### config.mk
export PLATFORM = sky130hd
export DESIGN_NAME = dma_cmd_sequencer
export DESIGN_NICKNAME = d
export VERILOG_FILES = /design/src/rtl/dma_pkg.sv /design/src/rtl/dma_cmd_fifo.sv /design/src/rtl/dma_cmd_sequencer.sv
export SDC_FILE = /design/constraint.sdc
export NUM_CORES = 1
export LEC_CHECK = 0
export CORE_MARGIN = 1
export CORE_UTILIZATION = 63
export CTS_BUF_LIST = sky130_fd_sc_hd__clkbuf_4 sky130_fd_sc_hd__clkbuf_8
export CTS_CLUSTER_DIAMETER = 120
export DETAILED_ROUTE_END_ITERATION = 16
export PLACE_DENSITY = 0.95
export SLEW_MARGIN = 0
export SYNTH_ARGS = -nofsm -noshare
export SYNTH_HDL_FRONTEND = slang
export SYNTH_HIERARCHICAL = 1
export SYNTH_SLANG_ARGS = --single-unit
### constraint.sdc
create_clock -name CLK -period 8 [get_ports CLK]
set_input_delay 1.6 -clock CLK [delete_from_list [all_inputs] [get_ports CLK]]
set_output_delay 1.6 -clock CLK [all_outputs]
set_load 0.01 [all_outputs]
### src/rtl/dma_pkg.sv
// Shared types and constants for the DMA command sequencer.
package dma_pkg;

    localparam int unsigned DESC_W_DEFAULT = 97;

    typedef enum logic [2:0] {
        ST_IDLE    = 3'd0,
        ST_ISSUE   = 3'd1,
        ST_WAIT    = 3'd2,
        ST_STOPPED = 3'd3,
        ST_ERR     = 3'd4
    } state_e;

    // Direction bit as seen by the DMA engine.
    localparam logic DIR_C2H = 1'b0;
    localparam logic DIR_H2C = 1'b1;

endpackage

### src/rtl/dma_cmd_fifo.sv
// Circular command queue; flush has priority over push and pop.
module dma_cmd_fifo #(
    parameter  int unsigned W     = 98,
    parameter  int unsigned DEPTH = 4,
    localparam int unsigned PTR_W = $clog2(DEPTH),
    localparam int unsigned CW    = PTR_W + 1
) (
    input  logic          CLK,
    input  logic          RESET,
    input  logic          i_push,
    input  logic [W-1:0]  i_wdata,
    input  logic          i_pop,
    input  logic          i_flush,
    output logic [W-1:0]  o_rdata,
    output logic [CW-1:0] o_count,
    output logic          o_full,
    output logic          o_empty
);

    logic [W-1:0]     r_mem [DEPTH];
    logic [PTR_W-1:0] r_wp;
    logic [PTR_W-1:0] r_rp;
    logic [CW-1:0]    r_count;
    logic             w_push;
    logic             w_pop;

    assign o_full  = (r_count == CW'(DEPTH));
    assign o_empty = (r_count == '0);
    assign o_count = r_count;
    assign o_rdata = r_mem[r_rp];

    assign w_push = i_push && !o_full  && !i_flush;
    assign w_pop  = i_pop  && !o_empty && !i_flush;

    always_ff @(posedge CLK or negedge RESET) begin
        if (!RESET) begin
            r_wp    <= '0;
            r_rp    <= '0;
            r_count <= '0;
        end else if (i_flush) begin
            r_wp    <= '0;
            r_rp    <= '0;
            r_count <= '0;
        end else begin
            if (w_push) r_wp <= r_wp + PTR_W'(1);
            if (w_pop)  r_rp <= r_rp + PTR_W'(1);
            case ({w_push, w_pop})
                2'b10:   r_count <= r_count + CW'(1);
                2'b01:   r_count <= r_count - CW'(1);
                default: r_count <= r_count;
            endcase
        end
    end

    // Storage needs no reset: it is only read behind a non-zero count.
    always_ff @(posedge CLK) begin
        if (w_push) r_mem[r_wp] <= i_wdata;
    end

endmodule

### src/rtl/dma_cmd_sequencer.sv
// Queues ADMA descriptor commands and issues them one at a time to the DMA,
// with stop/resume, error abort with queue flush, and a completion counter.
module dma_cmd_sequencer import dma_pkg::*; #(
    parameter int unsigned DESC_W = DESC_W_DEFAULT,
    parameter int unsigned DEPTH  = 4,
    parameter int unsigned CNT_W  = 8
) (
    input  logic              CLK,
    input  logic              RESET,
    input  logic              push_valid,
    output logic              push_ready,
    input  logic [DESC_W-1:0] push_desc,
    input  logic              push_dir,
    input  logic              start,
    input  logic              stop_req,
    input  logic              clear_err,
    input  logic              dma_done,
    input  logic              dma_error,
    output logic [DESC_W-1:0] address_descriptor,
    output logic              command_reg_write,
    output logic              command_reg_continue,
    output logic              direction,
    output logic              STOP,
    output logic              busy,
    output logic              err,
    output logic [CNT_W-1:0]  done_count
);

    localparam int unsigned FIFO_W = DESC_W + 1;
    localparam int unsigned QCNT_W = $clog2(DEPTH) + 1;

    state_e              r_state;
    state_e              w_next;
    logic                r_stop_pending;
    logic                w_push;
    logic                w_pop;
    logic                w_flush;
    logic                w_done_ok;
    logic                w_full;
    logic                w_empty;
    logic [QCNT_W-1:0]   w_count;
    logic [FIFO_W-1:0]   w_head;

    dma_cmd_fifo #(
        .W     (FIFO_W),
        .DEPTH (DEPTH)
    ) u_fifo (
        .CLK     (CLK),
        .RESET   (RESET),
        .i_push  (w_push),
        .i_wdata ({push_dir, push_desc}),
        .i_pop   (w_pop),
        .i_flush (w_flush),
        .o_rdata (w_head),
        .o_count (w_count),
        .o_full  (w_full),
        .o_empty (w_empty)
    );

    assign w_push    = push_valid && push_ready;
    assign w_done_ok = (r_state == ST_WAIT) && dma_done && !dma_error;
    assign w_flush   = (r_state == ST_WAIT) && dma_error;
    // Every entry into ISSUE pops the head, whether from IDLE or straight from WAIT.
    assign w_pop     = (w_next == ST_ISSUE);

    always_ff @(posedge CLK or negedge RESET) begin
        if (!RESET) r_state <= ST_IDLE;
        else        r_state <= w_next;
    end

    always_comb begin
        w_next = r_state;
        case (r_state)
            ST_IDLE: begin
                if (stop_req)                w_next = ST_STOPPED;
                else if (start && !w_empty)  w_next = ST_ISSUE;
            end
            ST_ISSUE: w_next = ST_WAIT;
            ST_WAIT: begin
                if (dma_error) begin
                    w_next = ST_ERR;
                end else if (dma_done) begin
                    if (r_stop_pending || stop_req) w_next = ST_STOPPED;
                    else if (!w_empty)              w_next = ST_ISSUE;
                    else                            w_next = ST_IDLE;
                end
            end
            ST_STOPPED: if (start && !stop_req) w_next = ST_IDLE;
            ST_ERR:     if (clear_err)          w_next = ST_IDLE;
            default:    w_next = ST_IDLE;
        endcase
    end

    always_comb begin
        command_reg_write = 1'b0;
        busy              = 1'b0;
        STOP              = 1'b0;
        err               = 1'b0;
        push_ready        = !w_full;
        case (r_state)
            ST_ISSUE:   begin command_reg_write = 1'b1; busy = 1'b1; end
            ST_WAIT:    busy = 1'b1;
            ST_STOPPED: STOP = 1'b1;
            ST_ERR:     begin STOP = 1'b1; err = 1'b1; push_ready = 1'b0; end
            default:    ;
        endcase
    end

    // Issue payload, captured from the queue head on the pop edge.
    always_ff @(posedge CLK or negedge RESET) begin
        if (!RESET) begin
            address_descriptor   <= '0;
            direction            <= DIR_C2H;
            command_reg_continue <= 1'b0;
        end else if (w_pop) begin
            address_descriptor   <= w_head[DESC_W-1:0];
            direction            <= w_head[DESC_W];
            command_reg_continue <= (w_count > QCNT_W'(1));
        end
    end

    always_ff @(posedge CLK or negedge RESET) begin
        if (!RESET) begin
            done_count     <= '0;
            r_stop_pending <= 1'b0;
        end else begin
            if (w_done_ok) done_count <= done_count + CNT_W'(1);
            if ((r_state == ST_WAIT) && (dma_done || dma_error))
                r_stop_pending <= 1'b0;
            else if (((r_state == ST_ISSUE) || (r_state == ST_WAIT)) && stop_req)
                r_stop_pending <= 1'b1;
        end
    end

endmodule

* Word-level counts from Yosys, hierarchy flattened
Memories as Yosys holds them, arrays and structs flattened. A register that Yosys moved wholly into a read port is not among the register bits. Cells that the tools add are included.
Cells by class: $add $sub $neg 5, multiply operators 0, divide/modulo/power cells 0, order comparisons 1, eq/ne operators 8, shift-type cells 0, muxes and demuxes 24, bitwise operators 0, reductions and logical operators 29
Operators with widths (count):
- $mux W3 | 7
- $pmux W3 S5 | 1
- $logic_and A1 B1 Y1 | 12
- $mux W1 | 10
- $mux W2 | 5
- $add A8 B1 Y8 const B | 1
- $eq A3 B1 Y1 const B | 2
- $eq A3 B2 Y1 const B | 2
- $eq A3 B3 Y1 const B | 2
- $logic_not A1 Y1 | 6
- $logic_not A3 Y1 | 2
- $pmux W3 S2 | 1
- $reduce_bool A2 Y1 | 3
- $add A2 B1 Y2 const B | 2
- $reduce_or A2 Y1 | 2
- $add A3 B1 Y3 const B | 1
- $gt A3 B1 Y1 const B | 1
- $logic_or A1 B1 Y1 | 3
- $reduce_bool A3 Y1 | 1
- $sub A3 B1 Y3 const B | 1
- $eq A2 B1 Y1 const B | 1
- $eq A2 B2 Y1 const B | 1
Word-level totals: register bits 20, bits in latches 0, RAM bits 392, ROM bits 0, input bits 106, logic and storage cells 75, memories 1
Memory list:
- u_fifo.r_mem | depth 4, bits a word 98, rd ports 1, clocked after memory_dff 1, wr ports 1, line dma_cmd_fifo.sv:20 | logic [W-1:0] r_mem [DEPTH];

* Depth between registers and ports, before layout
word-level depth 12, depth in mapped cells 16, depth with buffers taken out 12

* Hierarchy
The synthesis kept the hierarchy.
Modules (own cells, without submodules):
- dma_cmd_fifo | times used 1, cells an instance 576, area an instance 14712.9 µm²
- dma_cmd_sequencer | times used 1, cells an instance 281, area an instance 4875.9 µm²

* Worst setup path after synthesis
OpenSTA, ideal clock, no wires.
path type input port to flip-flop, start in dma_error, end mem u_fifo.r_mem[0][0] (enable), setup time 0.468 ns, arrival time 4.483 ns, path slack 3.049 ns, stages 4, buffers on the path 1, path through and2_2 -> clkbuf_1 -> nor3b_2 -> and2_1
Between the ends: cells in the longest elaborated chain, start to end 5
RTL lines:
- start, declared | line dma_cmd_sequencer.sv:18 | input logic dma_error,
- $logic_and A1 B1 Y1 | line dma_cmd_sequencer.sv:62 | assign w_flush = (r_state == ST_WAIT) && dma_error;
- $logic_not A1 Y1 | line dma_cmd_fifo.sv:32 | assign w_push = i_push && !o_full && !i_flush;
- $logic_and A1 B1 Y1 | line dma_cmd_fifo.sv:32
- $mux W1 | line dma_cmd_fifo.sv:57 | if (w_push) r_mem[r_wp] <= i_wdata;
- $mux W1 (implied by the code) | line dma_cmd_fifo.sv:57
- end, declared | line dma_cmd_fifo.sv:20
No other way between the ends.

* Worst setup path after layout
start in push_valid, end mem u_fifo.r_mem[1][38] (enable)
Between the ends: cells in the longest elaborated chain, start to end 5
RTL lines:
- start, declared | line dma_cmd_sequencer.sv:10 | input logic push_valid,
- $logic_and A1 B1 Y1 | line dma_cmd_sequencer.sv:60 | assign w_push = push_valid && push_ready;
- via w_push | line dma_cmd_sequencer.sv:35 | logic w_push;
- $logic_and A1 B1 Y1 (2 in a row) | line dma_cmd_fifo.sv:32
- $mux W1 | line dma_cmd_fifo.sv:57
- $mux W1 (implied by the code) | line dma_cmd_fifo.sv:57
The timed path passes the listed nets, and every way through them passes these cells.

==> out/metrics.csv <==
metric,value,unit
place_ws,3.31,ns
placementRows,64,
grt_overflow,0,
finalCritPeriodShare,51.8,%
track_usage,24.3,%
layout_common_cells,"392 x edfxtp_1, 216 x clkdlybuf4s50_1, 116 x dfrtp_1, 101 x clkbuf_8",
avgSynthCellArea,22.9,um2
core,0.0306,mm2
grt_max_degree,65,
hold_viol_final,0,
critPathMaxStageDelay,0.80,ns
hp-class,reg -> reg,
dr.pass1.iters,5,
nets,1240,
vdd_drop_max,0.217,mV
worst_slack,3.86,ns
vias_per_cell,5.84,
synthSimpleGateAreaFrac,1.85,%
root_buffer,clkbuf_8,
clk_latency,0.60,ns
cts_tree,done,
setup_viol,0,
synth_xor_area_share,0.447,%
crit_path_start_kind,input pin,
port_buffers,217,
ys_seq_elements,510,
synthArstFlopShare,23.1,%
cpLargestDelayFamily,simple AND/OR/NAND/NOR gates,
drc,0,
antenna_left,0,
finalClockSkew,0.0313,ns
crit_required,8.20,ns
hold_buffers,0,
synthAdderAreaFrac,0.422,%
crit_path_max_fanout,58,
drv_cap,0,
synth-edff-count,392,
setup_tns,0,ns
endpoint_kind,flip-flop,
grt_pass1_wl,56500,um
wl,37400,um
synth-main-ff-cell,edfxtp_1,
crit_chain,clkdlybuf4s50_1 -> and2_1 -> nor3b_2 -> and2_4 -> buf_4,
htreeDepth,3,
cts_num_sinks,510,
hpwl,21800,um
drive_above_1_share,31.1,%
synth_top_family_by_area,multiplexers,
yosys.area.top_type,edfxtp_1,
report.final.slew_viol_count,0,
synth_cell_type_count,48,
synthMuxAreaShare,18.9,%
start_util,64.0,%
fp.dieH,178,um
synth_cells,857,
min_period,4.14,ns
cts_setup_buffers,0,
die-area,0.0318,mm2
grt_pass1_vias,10100,
critical_path_class,in -> reg,
yosysSeqAreaShare,75.2,%
syn_to_final_growth,21.0,%
syn_nets,969,
slew-limit-headroom,24.8,%
io-pin-count,218,
grt_setup_unrepaired,no,
synth_top_area_share,60.1,%
synthTopCellsByArea,"edfxtp_1 60%, dfrtp_1 15%, mux4_2 11%",
p_leak,0.00839,uW
outcome,"finished, final reports clean",
mostFrequentLayoutCell,edfxtp_1,
holdWs,0.468,ns
num_vias,9319,
powerDensity,391,mW/mm2
synth-compound-area-share,0.901,%
antenna_found_initial,4,
worstMarginPinSlew,1.13,ns
cts_resized,0,
cp_slowest_cell,buf_4,
clkTransAtPathRegs,0.06,ns
place_congestion,0.784,
numCtsBuffers,81,
wl_per_cell,23.5,um
yosysWarnings,6,
netlist_area,0.0196,mm2
drt_iter0_drc,685,
die_w,178,um
cts.path.max_buffers,3,
crit_arrival,4.34,ns
path_buf_inv,2,
fmax,242,MHz
-- registers in the layout, indices dropped and copies added, names as in the netlist --
| name | flops |
|---|---|
| address_descriptor | 97 |
| done_count | 8 |
| u_fifo/o_count | 3 |
| r_state | 3 |
| direction | 1 |
| command_reg_continue | 1 |
| r_stop_pending | 1 |
| u_fifo/r_wp | 2 |
| u_fifo/r_mem | 392 |
| u_fifo/r_rp | 2 |
-- cells in the mapped netlist (5+ instances only) --
master	instances
edfxtp_1	392
dfrtp_1	118
mux2_4	98
mux4_2	98
nor2_1	14
buf_2	13
nand2_1	12
buf_12	11
buf_6	10
inv_1	7
xnor2_1	7
a21oi_1	6
and2_1	5
ha_1	5
nand2b_1	5
-- cells by family (layout without fill, tap and decap cells) --
group / count (synthesis) / in the layout
buffers and inverters: 46 / 385
DFF: 510 / 510
and+or+nand+nor: 62 / 62
adders and majority gates: 6 / 6
AOI/OAI and AO/OA: 25 / 25
xor gates and xnor gates: 10 / 10
other: 0 / 3
muxes: 198 / 198
-- stage by stage --
step	instances	power (uW)	utilization, %	instance area, um2
after CTS	1592	9350	77.4	23700
after global placement	1441	6890	71.7	21900
after global routing	1593	9670	77.4	23700
after floorplan	857	6060	-	19600
final	1595	9260	77.5	23700
after detailed placement	1441	7030	71.7	21900
-- report_power, final --
group / switching [uW] / internal (uW) / total [uW]
combinational: 1250 / 1740 / 2990
clock: 991 / 1300 / 2290
sequential: 396 / 3590 / 3980
-- worst paths after layout --
check                                         startpoint                                  to  cells past startpoint  slack [ns]
max                                           push_valid       u_fifo/r_mem[1][38]$_DFFE_PP_                      5        3.86
min                            done_count[7]$_DFFE_PN0P_           done_count[7]$_DFFE_PN0P_                      1        0.47
max reg2reg                u_fifo/o_count[1]$_DFFE_PN0P_       u_fifo/r_mem[1][38]$_DFFE_PP_                      7        4.30
min reg2reg                    done_count[7]$_DFFE_PN0P_           done_count[7]$_DFFE_PN0P_                      1        0.47
max in group asynchronous                          RESET          u_fifo/r_rp[0]$_DFFE_PN0P_                      2        5.56
min in group asynchronous                          RESET  address_descriptor[13]$_DFFE_PN0N_                      1        0.99
-- per-layer routing --
layer,share of wire [%],track usage (%),wire length (um)
met3,7.1,5.63,2660
met2,51,40.1,19100
met4,2.6,9.18,979
met5,0.045,0,17
met1,39,32.0,14600
-- layout make-up --
cell class	instances	area, um2
sequential	510	14700
fill	1523	6890
inverter	7	26.3
antenna	3	7.51
multi-input combinational	301	4420
clock buffer	126	1580
timing repair buffer	227	2250
tap	396	495
clock inverter	25	191
Note: power is estimated with default switching activity, not from simulation.
